**config.mk**
```make
export PLATFORM = sky130hd
export DESIGN_NAME = video_pattern_gen_flat
export DESIGN_NICKNAME = d
export VERILOG_FILES = /design/src/rtl/video_pattern_gen_if.sv /design/src/rtl/video_pattern_gen.sv /design/src/flat_wrapper.sv
export SDC_FILE = /design/constraint.sdc
export NUM_CORES = 1
export LEC_CHECK = 0
export ABC_AREA = 1
export CAP_MARGIN = 20
export CORE_ASPECT_RATIO = 1.4
export CORE_MARGIN = 2
export CORE_UTILIZATION = 32
export DETAILED_ROUTE_END_ITERATION = 8
export SLEW_MARGIN = 20
export SYNTH_ARGS = -nofsm -noshare
export SYNTH_HDL_FRONTEND = slang
export SYNTH_SLANG_ARGS = --single-unit
```
**constraint.sdc**
```tcl
create_clock -name clk -period 1.6 [get_ports clk]
set_input_delay 0.24 -clock clk [delete_from_list [all_inputs] [get_ports clk]]
set_output_delay 0.24 -clock clk [all_outputs]
set_load 0.1 [all_outputs]
```
**src/rtl/video_pattern_gen_if.sv**
```systemverilog
// Parallel video bus feeding the HDMI transmitter: data enable, syncs and
// 36-bit RGB pixel data ([35:24] R, [23:12] G, [11:0] B).
interface video_pattern_gen_if;
  logic        de;
  logic        hsync;
  logic        vsync;
  logic [35:0] d;

  modport master (output de, output hsync, output vsync, output d);
  modport slave  (input de, input hsync, input vsync, input d);
endinterface

```
**src/rtl/video_pattern_gen.sv**
```systemverilog
// Free-running video timing and test-pattern generator. Counters walk the
// raster (active, front porch, sync, back porch) and every output is
// registered once from counter state, so de, syncs, data and frame_start
// stay mutually aligned.
module video_pattern_gen #(
  parameter int unsigned H_ACTIVE = 640,
  parameter int unsigned H_FP     = 16,
  parameter int unsigned H_SYNC   = 96,
  parameter int unsigned H_BP     = 48,
  parameter int unsigned V_ACTIVE = 480,
  parameter int unsigned V_FP     = 10,
  parameter int unsigned V_SYNC   = 2,
  parameter int unsigned V_BP     = 33,
  parameter bit          HS_POL   = 1'b0,
  parameter bit          VS_POL   = 1'b0
) (
  input  logic                       clk,
  input  logic                       reset,
  input  logic                       enable,
  input  logic [1:0]                 pattern_sel,
  video_pattern_gen_if.master        vid,
  output logic                       frame_start,
  output logic [7:0]                 frame_cnt
);

  localparam int unsigned CW      = 12;
  localparam int unsigned H_TOTAL = H_ACTIVE + H_FP + H_SYNC + H_BP;
  localparam int unsigned V_TOTAL = V_ACTIVE + V_FP + V_SYNC + V_BP;

  localparam logic [CW-1:0] H_LAST   = CW'(H_TOTAL - 1);
  localparam logic [CW-1:0] V_LAST   = CW'(V_TOTAL - 1);
  localparam logic [CW-1:0] H_ACT    = CW'(H_ACTIVE);
  localparam logic [CW-1:0] V_ACT    = CW'(V_ACTIVE);
  localparam logic [CW-1:0] HS_FIRST = CW'(H_ACTIVE + H_FP);
  localparam logic [CW-1:0] HS_LAST  = CW'(H_ACTIVE + H_FP + H_SYNC - 1);
  localparam logic [CW-1:0] VS_FIRST = CW'(V_ACTIVE + V_FP);
  localparam logic [CW-1:0] VS_LAST  = CW'(V_ACTIVE + V_FP + V_SYNC - 1);
  localparam logic [CW-1:0] BAR_LAST = CW'(H_ACTIVE / 8 - 1);

  logic [CW-1:0] h_q, h_d, v_q, v_d;
  logic [CW-1:0] bar_px_q, bar_px_d;
  logic [2:0]    bar_idx_q, bar_idx_d;
  logic [1:0]    pat_q, pat_d;
  logic [7:0]    frame_cnt_q, frame_cnt_d;

  logic          de_c, hs_c, vs_c;
  logic [10:0]   sum_c;
  logic [35:0]   pix_c;

  logic          de_q, hs_q, vs_q, fs_q;
  logic [35:0]   d_q;

  // Raster counters plus the bar sub-counter that replaces a divide by H_ACTIVE/8.
  always_comb begin
    h_d         = h_q;
    v_d         = v_q;
    bar_px_d    = bar_px_q;
    bar_idx_d   = bar_idx_q;
    pat_d       = pat_q;
    frame_cnt_d = frame_cnt_q;
    if (!enable) begin
      // Idle parks at the frame origin, so the pattern is sampled there too.
      h_d       = '0;
      v_d       = '0;
      bar_px_d  = '0;
      bar_idx_d = '0;
      pat_d     = pattern_sel;
    end else if (h_q == H_LAST) begin
      h_d       = '0;
      bar_px_d  = '0;
      bar_idx_d = '0;
      if (v_q == V_LAST) begin
        v_d         = '0;
        pat_d       = pattern_sel;
        frame_cnt_d = frame_cnt_q + 8'd1;
      end else begin
        v_d = v_q + 1'b1;
      end
    end else begin
      h_d = h_q + 1'b1;
      if (bar_px_q == BAR_LAST) begin
        bar_px_d  = '0;
        bar_idx_d = bar_idx_q + 3'd1;
      end else begin
        bar_px_d = bar_px_q + 1'b1;
      end
    end
  end

  // Counter state register; reset wins over enable.
  always_ff @(posedge clk) begin
    if (reset) begin
      h_q         <= '0;
      v_q         <= '0;
      bar_px_q    <= '0;
      bar_idx_q   <= '0;
      pat_q       <= '0;
      frame_cnt_q <= '0;
    end else begin
      h_q         <= h_d;
      v_q         <= v_d;
      bar_px_q    <= bar_px_d;
      bar_idx_q   <= bar_idx_d;
      pat_q       <= pat_d;
      frame_cnt_q <= frame_cnt_d;
    end
  end

  // Decode timing and pixel value from the current counter state.
  always_comb begin
    de_c  = (h_q < H_ACT) && (v_q < V_ACT);
    hs_c  = ((h_q >= HS_FIRST) && (h_q <= HS_LAST)) ? HS_POL : ~HS_POL;
    vs_c  = ((v_q >= VS_FIRST) && (v_q <= VS_LAST)) ? VS_POL : ~VS_POL;
    sum_c = h_q[10:0] + {3'b000, frame_cnt_q};
    pix_c = '0;
    unique case (pat_q)
      2'd0: pix_c = {36{1'b1}};
      // Bar order white..black maps to R=~idx[1], G=~idx[2], B=~idx[0].
      2'd1: pix_c = {{12{~bar_idx_q[1]}}, {12{~bar_idx_q[2]}}, {12{~bar_idx_q[0]}}};
      2'd2: pix_c = {3{h_q[9:0], 2'b00}};
      2'd3: pix_c = {36{sum_c[4] ^ v_q[4]}};
    endcase
  end

  // Output register: one cycle behind the counters, idle when reset or disabled.
  always_ff @(posedge clk) begin
    if (reset || !enable) begin
      de_q <= 1'b0;
      hs_q <= ~HS_POL;
      vs_q <= ~VS_POL;
      d_q  <= '0;
      fs_q <= 1'b0;
    end else begin
      de_q <= de_c;
      hs_q <= hs_c;
      vs_q <= vs_c;
      d_q  <= de_c ? pix_c : 36'd0;
      fs_q <= (h_q == '0) && (v_q == '0);
    end
  end

  assign vid.de      = de_q;
  assign vid.hsync   = hs_q;
  assign vid.vsync   = vs_q;
  assign vid.d       = d_q;
  assign frame_start = fs_q;
  assign frame_cnt   = frame_cnt_q;

endmodule

```
**src/flat_wrapper.sv**
```systemverilog
// flat-port wrapper written by rule: the top's interface ports become plain ports
module video_pattern_gen_flat 
#(
  parameter int unsigned H_ACTIVE = 640,
  parameter int unsigned H_FP     = 16,
  parameter int unsigned H_SYNC   = 96,
  parameter int unsigned H_BP     = 48,
  parameter int unsigned V_ACTIVE = 480,
  parameter int unsigned V_FP     = 10,
  parameter int unsigned V_SYNC   = 2,
  parameter int unsigned V_BP     = 33,
  parameter bit          HS_POL   = 1'b0,
  parameter bit          VS_POL   = 1'b0
)
  (clk, reset, enable, pattern_sel, frame_start, frame_cnt, vid_de, vid_hsync, vid_vsync, vid_d);
  video_pattern_gen_if vid_i ();
  input  logic clk;
  input  logic reset;
  input  logic enable;
  input  logic [1:0] pattern_sel;
  output logic frame_start;
  output logic [7:0] frame_cnt;
  output wire logic [$bits(vid_i.de)-1:0] vid_de;
  output wire logic [$bits(vid_i.hsync)-1:0] vid_hsync;
  output wire logic [$bits(vid_i.vsync)-1:0] vid_vsync;
  output wire logic [$bits(vid_i.d)-1:0] vid_d;
  assign vid_de = vid_i.de;
  assign vid_hsync = vid_i.hsync;
  assign vid_vsync = vid_i.vsync;
  assign vid_d = vid_i.d;
  video_pattern_gen #(.H_ACTIVE(H_ACTIVE), .H_FP(H_FP), .H_SYNC(H_SYNC), .H_BP(H_BP), .V_ACTIVE(V_ACTIVE), .V_FP(V_FP), .V_SYNC(V_SYNC), .V_BP(V_BP), .HS_POL(HS_POL), .VS_POL(VS_POL)) u_core (.clk(clk), .reset(reset), .enable(enable), .pattern_sel(pattern_sel), .vid(vid_i), .frame_start(frame_start), .frame_cnt(frame_cnt));
endmodule
```
# After elaboration in Yosys (flattened, before gate mapping)
# Index checks and enable logic that the tools add are counted.
totals:
  reg_bits: 89
  elab_cells: 59
  input_bits: 5
op_classes:
  reduce_logical: 15
  addsub: 6
  n_lt_le_gt_ge: 6
  bitwise_logic: 6
  muxes: 7
  eq_ne: 8
op_table:
  columns: ["operator", "count"]
  rows:
  - ["36-bit case mux with 4 select lines", 1]
  - ["12-bit by 1-bit adder with 12-bit output, second input constant", 3]
  - ["12-bit by 10-bit == test with 1-bit output, second input constant", 2]
  - ["12-bit logical NOT", 2]
  - ["12-bit by 7-bit == test with 1-bit output, second input constant", 1]
  - ["12-bit by 10-bit >= comparator with 1-bit output, second input constant", 1]
  - ["12-bit by 9-bit >= comparator with 1-bit output, second input constant", 1]
  - ["12-bit by 10-bit <= comparator with 1-bit output, second input constant", 1]
  - ["12-bit by 9-bit <= comparator with 1-bit output, second input constant", 1]
  - ["12-bit by 10-bit < comparator with 1-bit output, second input constant", 1]
  - ["12-bit by 9-bit < comparator with 1-bit output, second input constant", 1]
  - ["12-bit two-way mux", 1]
  - ["8-bit by 1-bit adder with 8-bit output, second input constant", 1]
  - ["2-bit two-way mux", 3]
  - ["5-bit adder", 1]
  - ["1-bit NOT", 5]
  - ["2-bit == test, second input constant", 2]
  - ["1-bit logical AND", 4]
  - ["2-bit by 1-bit != test with 1-bit output, second input constant", 2]
  - ["2-bit OR reduction", 2]
  - ["4-bit OR reduction", 1]
  - ["3-bit by 1-bit adder with 3-bit output, second input constant", 1]
  - ["3-bit AND reduction", 1]
  - ["3-bit OR reduction", 1]
  - ["other kinds (7)", 8]

# Logic depth before layout (Yosys ltp)
depth:
  word_depth: 4
  depth_mapped: 13

# Worst setup path after synthesis
# OpenSTA, ideal clock, no wires.
synth_path:
  path_kind: "flip-flop to flip-flop"
  startpoint: "register u_core.frame_cnt_q[1] (netlist: u_core.frame_cnt[1])"
  endpoint: "register u_core.d_q[30] (netlist: u_core.vid.d[30])"
  stages_incl_launch_ff: 13
  setup_ns: 0.115
  required_ns: 1.485
  arrival_ns: 2.089
  synth_period_minus_slack_ns: 2.204
  setup_slack_ns: -0.604
  path_cell_list: "dfxtp_1 > ha_1 > nand3_1 > nand2_1 > nand2_1 > nand2_1 > nand2_1 > nand2_1 > nand2_1 > nand2_1 > nand2_1 > buf_4 > nand2_1"
synth_via:
  elab_chain_len: 3
synth_rtl:
  columns: ["item", "line_no", "text"]
  rows:
  - ["start, declared", "video_pattern_gen.sv:44", "logic [7:0] frame_cnt_q, frame_cnt_d;"]
  - ["start signal, assigned", "video_pattern_gen.sv:105", "frame_cnt_q <= frame_cnt_d;"]
  - ["5-bit adder", "video_pattern_gen.sv:114", "sum_c = h_q[10:0] + {3'b000, frame_cnt_q};"]
  - ["1-bit bitwise XOR", "video_pattern_gen.sv:121", "2'd3: pix_c = {36{sum_c[4] ^ v_q[4]}};"]
  - ["36-bit case mux with 4 select lines", "video_pattern_gen.sv:116", "unique case (pat_q)"]
  - ["end signal, assigned", "video_pattern_gen.sv:137", "d_q <= de_c ? pix_c : 36'd0;"]
  - ["end, declared", "video_pattern_gen.sv:51", "logic [35:0] d_q;"]
# Every way passes these cells.
# A chain may end at the register's enable or synchronous reset.

# Worst setup path after layout
layout_path:
  startpoint: "register u_core.h_q[1]"
  endpoint: "register u_core.d_q[18] (netlist: u_core.vid.d[18])"
layout_via:
  elab_chain_len: 4
  elab_cells_between_ends: 7
  cone_classes: "add/sub: 1; order compare: 1; mux: 1; bitwise: 2; reduce/logical: 2"
layout_rtl:
  columns: ["item", "line_no", "text"]
  rows:
  - ["start, declared", "video_pattern_gen.sv:40", "logic [CW-1:0] h_q, h_d, v_q, v_d;"]
  - ["start signal, assigned", "video_pattern_gen.sv:93", "h_q <= '0;"]
  - ["start signal, assigned", "video_pattern_gen.sv:100", "h_q <= h_d;"]
  - ["12-bit by 10-bit < comparator with 1-bit output", "video_pattern_gen.sv:111", "de_c = (h_q < H_ACT) && (v_q < V_ACT);"]
  - ["1-bit logical AND", "video_pattern_gen.sv:111", null]
  - ["1-bit NOT (no source line)", null, null]
  - ["2-bit OR reduction (no source line)", null, null]
# Parallel ways exist; a longest one is shown, timed or not.

==> results.md <==
- TritonCTS built the clock tree.
- The core outline area is 0.01134 mm^2.
- Before antenna repair, the detailed router went through 4 iterations.
- The transition time of the tightest slew-check pin is 0.3191 ns.
- Summed over all cells, the static leakage comes to 2.476 nW.
- In this run the mean area of a mapped cell was 7.450 um^2.
- 0 antenna diodes ended up in the layout.
- The highest metal layer carrying signal wires in the routed design is met4.
- The final setup skew is 0.005165 ns.
- The headroom to the max-slew limit is 78.56%.
- The reg-to-reg startpoint is u_core.h_q[1]$_SDFF_PP0_.
- Counting stages on the worst path, the most repeated cell is sky130_fd_sc_hd__nand2_2.
- The horizontal die dimension is around 95 um.
- The kind of critical path is reg2reg.
- Counting I/O delays and the setup requirement, the final critical path takes 1.528 ns.
- After the first detailed-routing iteration, the DRC count stood at 95.
- The sum of overflow across all layers after global routing is 0.
- The worst register-to-register path has a setup slack of 0.07 ns.
- STA puts the critical path data required time at 1.82 ns.
- Clock-pin slew was measured on the worst setup and hold paths at 0.06 ns.
- In the final design database the tool counted 621 nets.
- The count of unique library cells instantiated by Yosys is 33.
- The die outline height is 131.9 um.
- The post-route fraction of the period consumed by the critical path is approximately 96%.
- The site row count is 46.
- The met3 layer wire length in the routed design is 294 um.
- Cells with a size suffix above 1 make up 30.82% of the layout.
- Once the floorplan was initialized, standard cells occupied 32.98% of the core.
- Yosys printed 0 warnings.
- The flow ran to the end, and the final reports show no timing, DRC or antenna violations.
- The number of buffers added by the clock tree synthesis step is 9.
- The count of nets left with antenna violations after detail routing is 0.
- Entering global routing, the biggest net connects 14 pins.
- The post-route core utilization is between 50% and 60%.
- The worst hold path class is reg2reg.
- The synthesized net count is 517.
- The sort of element at the end of the critical path is a register.
- Setup violations remaining at the end of the flow were counted as 0.
- Summing the sequential cell areas from Yosys gives 46.04% of the chip area.
- The wire length reported by the detailed router is approximately 9000 um.
- The maximum fanout encountered on the critical timing path is 6.
- For this run, design rule violations remaining after detail routing come to 0.
- In this run the power density over the cells is 909.1 mW/mm^2.
- The fill cell total of the finished layout is approximately 1000.
- The detailed router put a total of 3601 um of wire on met1.
- The routed via count divided by cell count is 4.688.
- The count of hold buffers inserted by post-cts repair is 0.
- The die area is 0.01258 mm^2.
- No sink is reached through more buffers than the 2 on the longest clock path.
- Traced cell by cell, the critical path runs through ha_4, nand3_2, nand2_2, nand2_2, nand2_1, nand2_1, nand2_2, nand2_2, nand2_2, nand2_2, buf_6, nand2_1.
- The number of global-route vias before repair is 3341.
- The clock reaches the later pin of the worst-skew pair after 0.33 ns.
- The final hold violation count is 0.
- The cell at the root of the clock tree is sky130_fd_sc_hd__clkbuf_16.
- In this run the cell area of the synthesized design comes to between 0.003 and 0.004 mm^2.
- The start point of the critical path is u_core.h_q[1]$_SDFF_PP0_.
- The flop and latch count out of synthesis is 86.
- The count of buffers from port buffering is 52.
- The library cell used most frequently in the layout, excluding fill and tap cells, is sky130_fd_sc_hd__nand2_1.
- Detailed routing placed a total of 4864 um of wire on met2.
- Synthesis produced a netlist whose cell count is 502.
- The overall global routing resource usage is ~15%.
- The area growth from synthesis to layout is 54.63%.
- The number of antenna violations at the first check in global routing came to 0.
- The wire length of the first global-routing pass is 14860 um.
- The number of sinks on the clock net is 86.
- For this block, the via count after detailed routing is 3535.
- Static timing analysis puts the maximum clock frequency at approximately 650 MHz.
- The max-cap check violation count is 0.
- The slowest stage of the critical path belongs to the cell sky130_fd_sc_hd__dfxtp_4.
- The final estimated routing congestion in global placement is 0.9073.
- Setup repair after global routing could not meet its margin everywhere.
- The wire-length estimate of the detail-placed layout is 7110 um.
- The delay of the slowest cell on the worst path is between 0.3 and 0.4 ns.
- The final count of pins violating max slew is 0.
- In the final routed layout, each cell accounts on average for 12.08 um.
- In the layout the commonest cells are 110 x sky130_fd_sc_hd__nand2_1, 74 x sky130_fd_sc_hd__dfxtp_1, 57 x sky130_fd_sc_hd__inv_1.
- The worst-case IR drop observed on VDD is 0.6051 mV.
- The beginning of the worst hold path is u_core.bar_px_q[0]$_SDFF_PP0_.
- The total I/O pin count is 53.
- The kind of launch point of the worst setup path is a register.
- STA puts the critical path data arrival time at between 1.5 and 2 ns.
- The summed negative setup slack over all endpoints is 0 ns.
- The clock tree synthesis step divided the H-tree into 3 levels.
flip-flops by register name (all words and copies together), names as in the netlist:
name and flops:
u_core.vid.d 33, u_core.bar_px_q 12, u_core.h_q 12, u_core.v_q 12
u_core.frame_cnt 8, u_core.bar_idx_q 3, u_core.pat_q 2, u_core.frame_start 1
u_core.vid.de 1, u_core.vid.hsync 1, u_core.vid.vsync 1
area by class of cell:
class | instances | area, um^2 | area share [%]
multi-input cells | 336 | 1868 | 32.30
clock inverters | 2 | 36.28 | 0.6274
inverters | 69 | 261.5 | 4.522
clock buffers | 13 | 281.5 | 4.868
flip-flops and latches | 86 | 1749 | 30.25
well taps | 144 | 180.2 | 3.116
repair buffers | 104 | 1406 | 24.32
per-stage QoR:
| stage | std cells | hold WS, ns | area [um^2] | worst slack [ns] | total power, mW |
|---|---|---|---|---|---|
| 3_3_place_gp | 734 | 0.4305 | 5239 | -0.1220 | 3.128 |
| 4_1_cts | 749 | 0.4454 | 5599 | 0.01157 | 5.288 |
| 6_report | 754 | 0.4087 | 5783 | 0.07157 | 5.257 |
| 3_5_place_dp | 734 | 0.4371 | 5239 | -0.1984 | 3.136 |
| 2_1_floorplan | 502 | 0.2994 | 3800 | -0.002906 | 2.800 |
| 5_1_grt | 754 | 0.4398 | 5783 | -0.04312 | 5.437 |
cell families after synthesis:
kind of cell | count (synthesis) | share of synthesized area, %
xor+xnor | 7 | 1.639
compound gates | 61 | 8.498
buf+inv | 81 | 9.434
fa+ha+maj | 10 | 3.346
simple gates | 257 | 31.05
flops | 86 | 46.04
layer usage:
layer  global-route usage [%]  up-vias
met1                    16.38     1604
met2                    25.74       89
met3                    3.145       22
met4                    7.890        0
li1                         -     1820
met5                        0        -
final timing paths:
check / endpoint / cells after the start
min reg2reg: u_core.bar_px_q[0]$_SDFF_PP0_ / 1
max reg2reg: u_core.vid.d[18]$_SDFF_PP0_ / 12
max: u_core.vid.d[18]$_SDFF_PP0_ / 12
min: u_core.bar_px_q[0]$_SDFF_PP0_ / 1
Yosys cell counts, drive strengths merged:
library cell  instances  area share [%]
nand3b                4            0.80
buf                  11             2.3
xor2                  6             1.4
xnor2                 1            0.23
nor3                 17             2.5
nand4                14             2.3
o21bai                1            0.20
ha                   10             3.3
nor2                 45             5.3
nand2               132              14
inv                  68             6.9
dfxtp                86              46
or2                   1            0.17
o2111ai               2            0.47
o21ai                22             2.9
nor3b                 2            0.40
clkinv                1            0.10
nand3                40             5.5
nor4                  2            0.33
clkbuf                1            0.10
o211ai                1            0.20
a21oi                35             4.7
where the power goes:
group | internal (mW) | switching (mW)
combinational | 0.292 | 0.559
clock | 1.38 | 0.771
sequential | 2.20 | 0.0552
critical path, delay by kind of cell (launching register included):
| family | cells | cell delay (ns) |
|---|---|---|
| buf+inv | 1 | 0.15 |
| simple gates | 10 | 0.69 |
| fa+ha+maj | 1 | 0.20 |
| flops | 1 | 0.38 |
timing repair:
item | in CTS | in global routing
buffers inserted | 0 | 3
resized for setup | 13 | 46
pin swaps | 2 | 15
endpoints found under the setup margin | 72 | 75
cloned | 0 | 2
(Power assumes the default switching activity.)
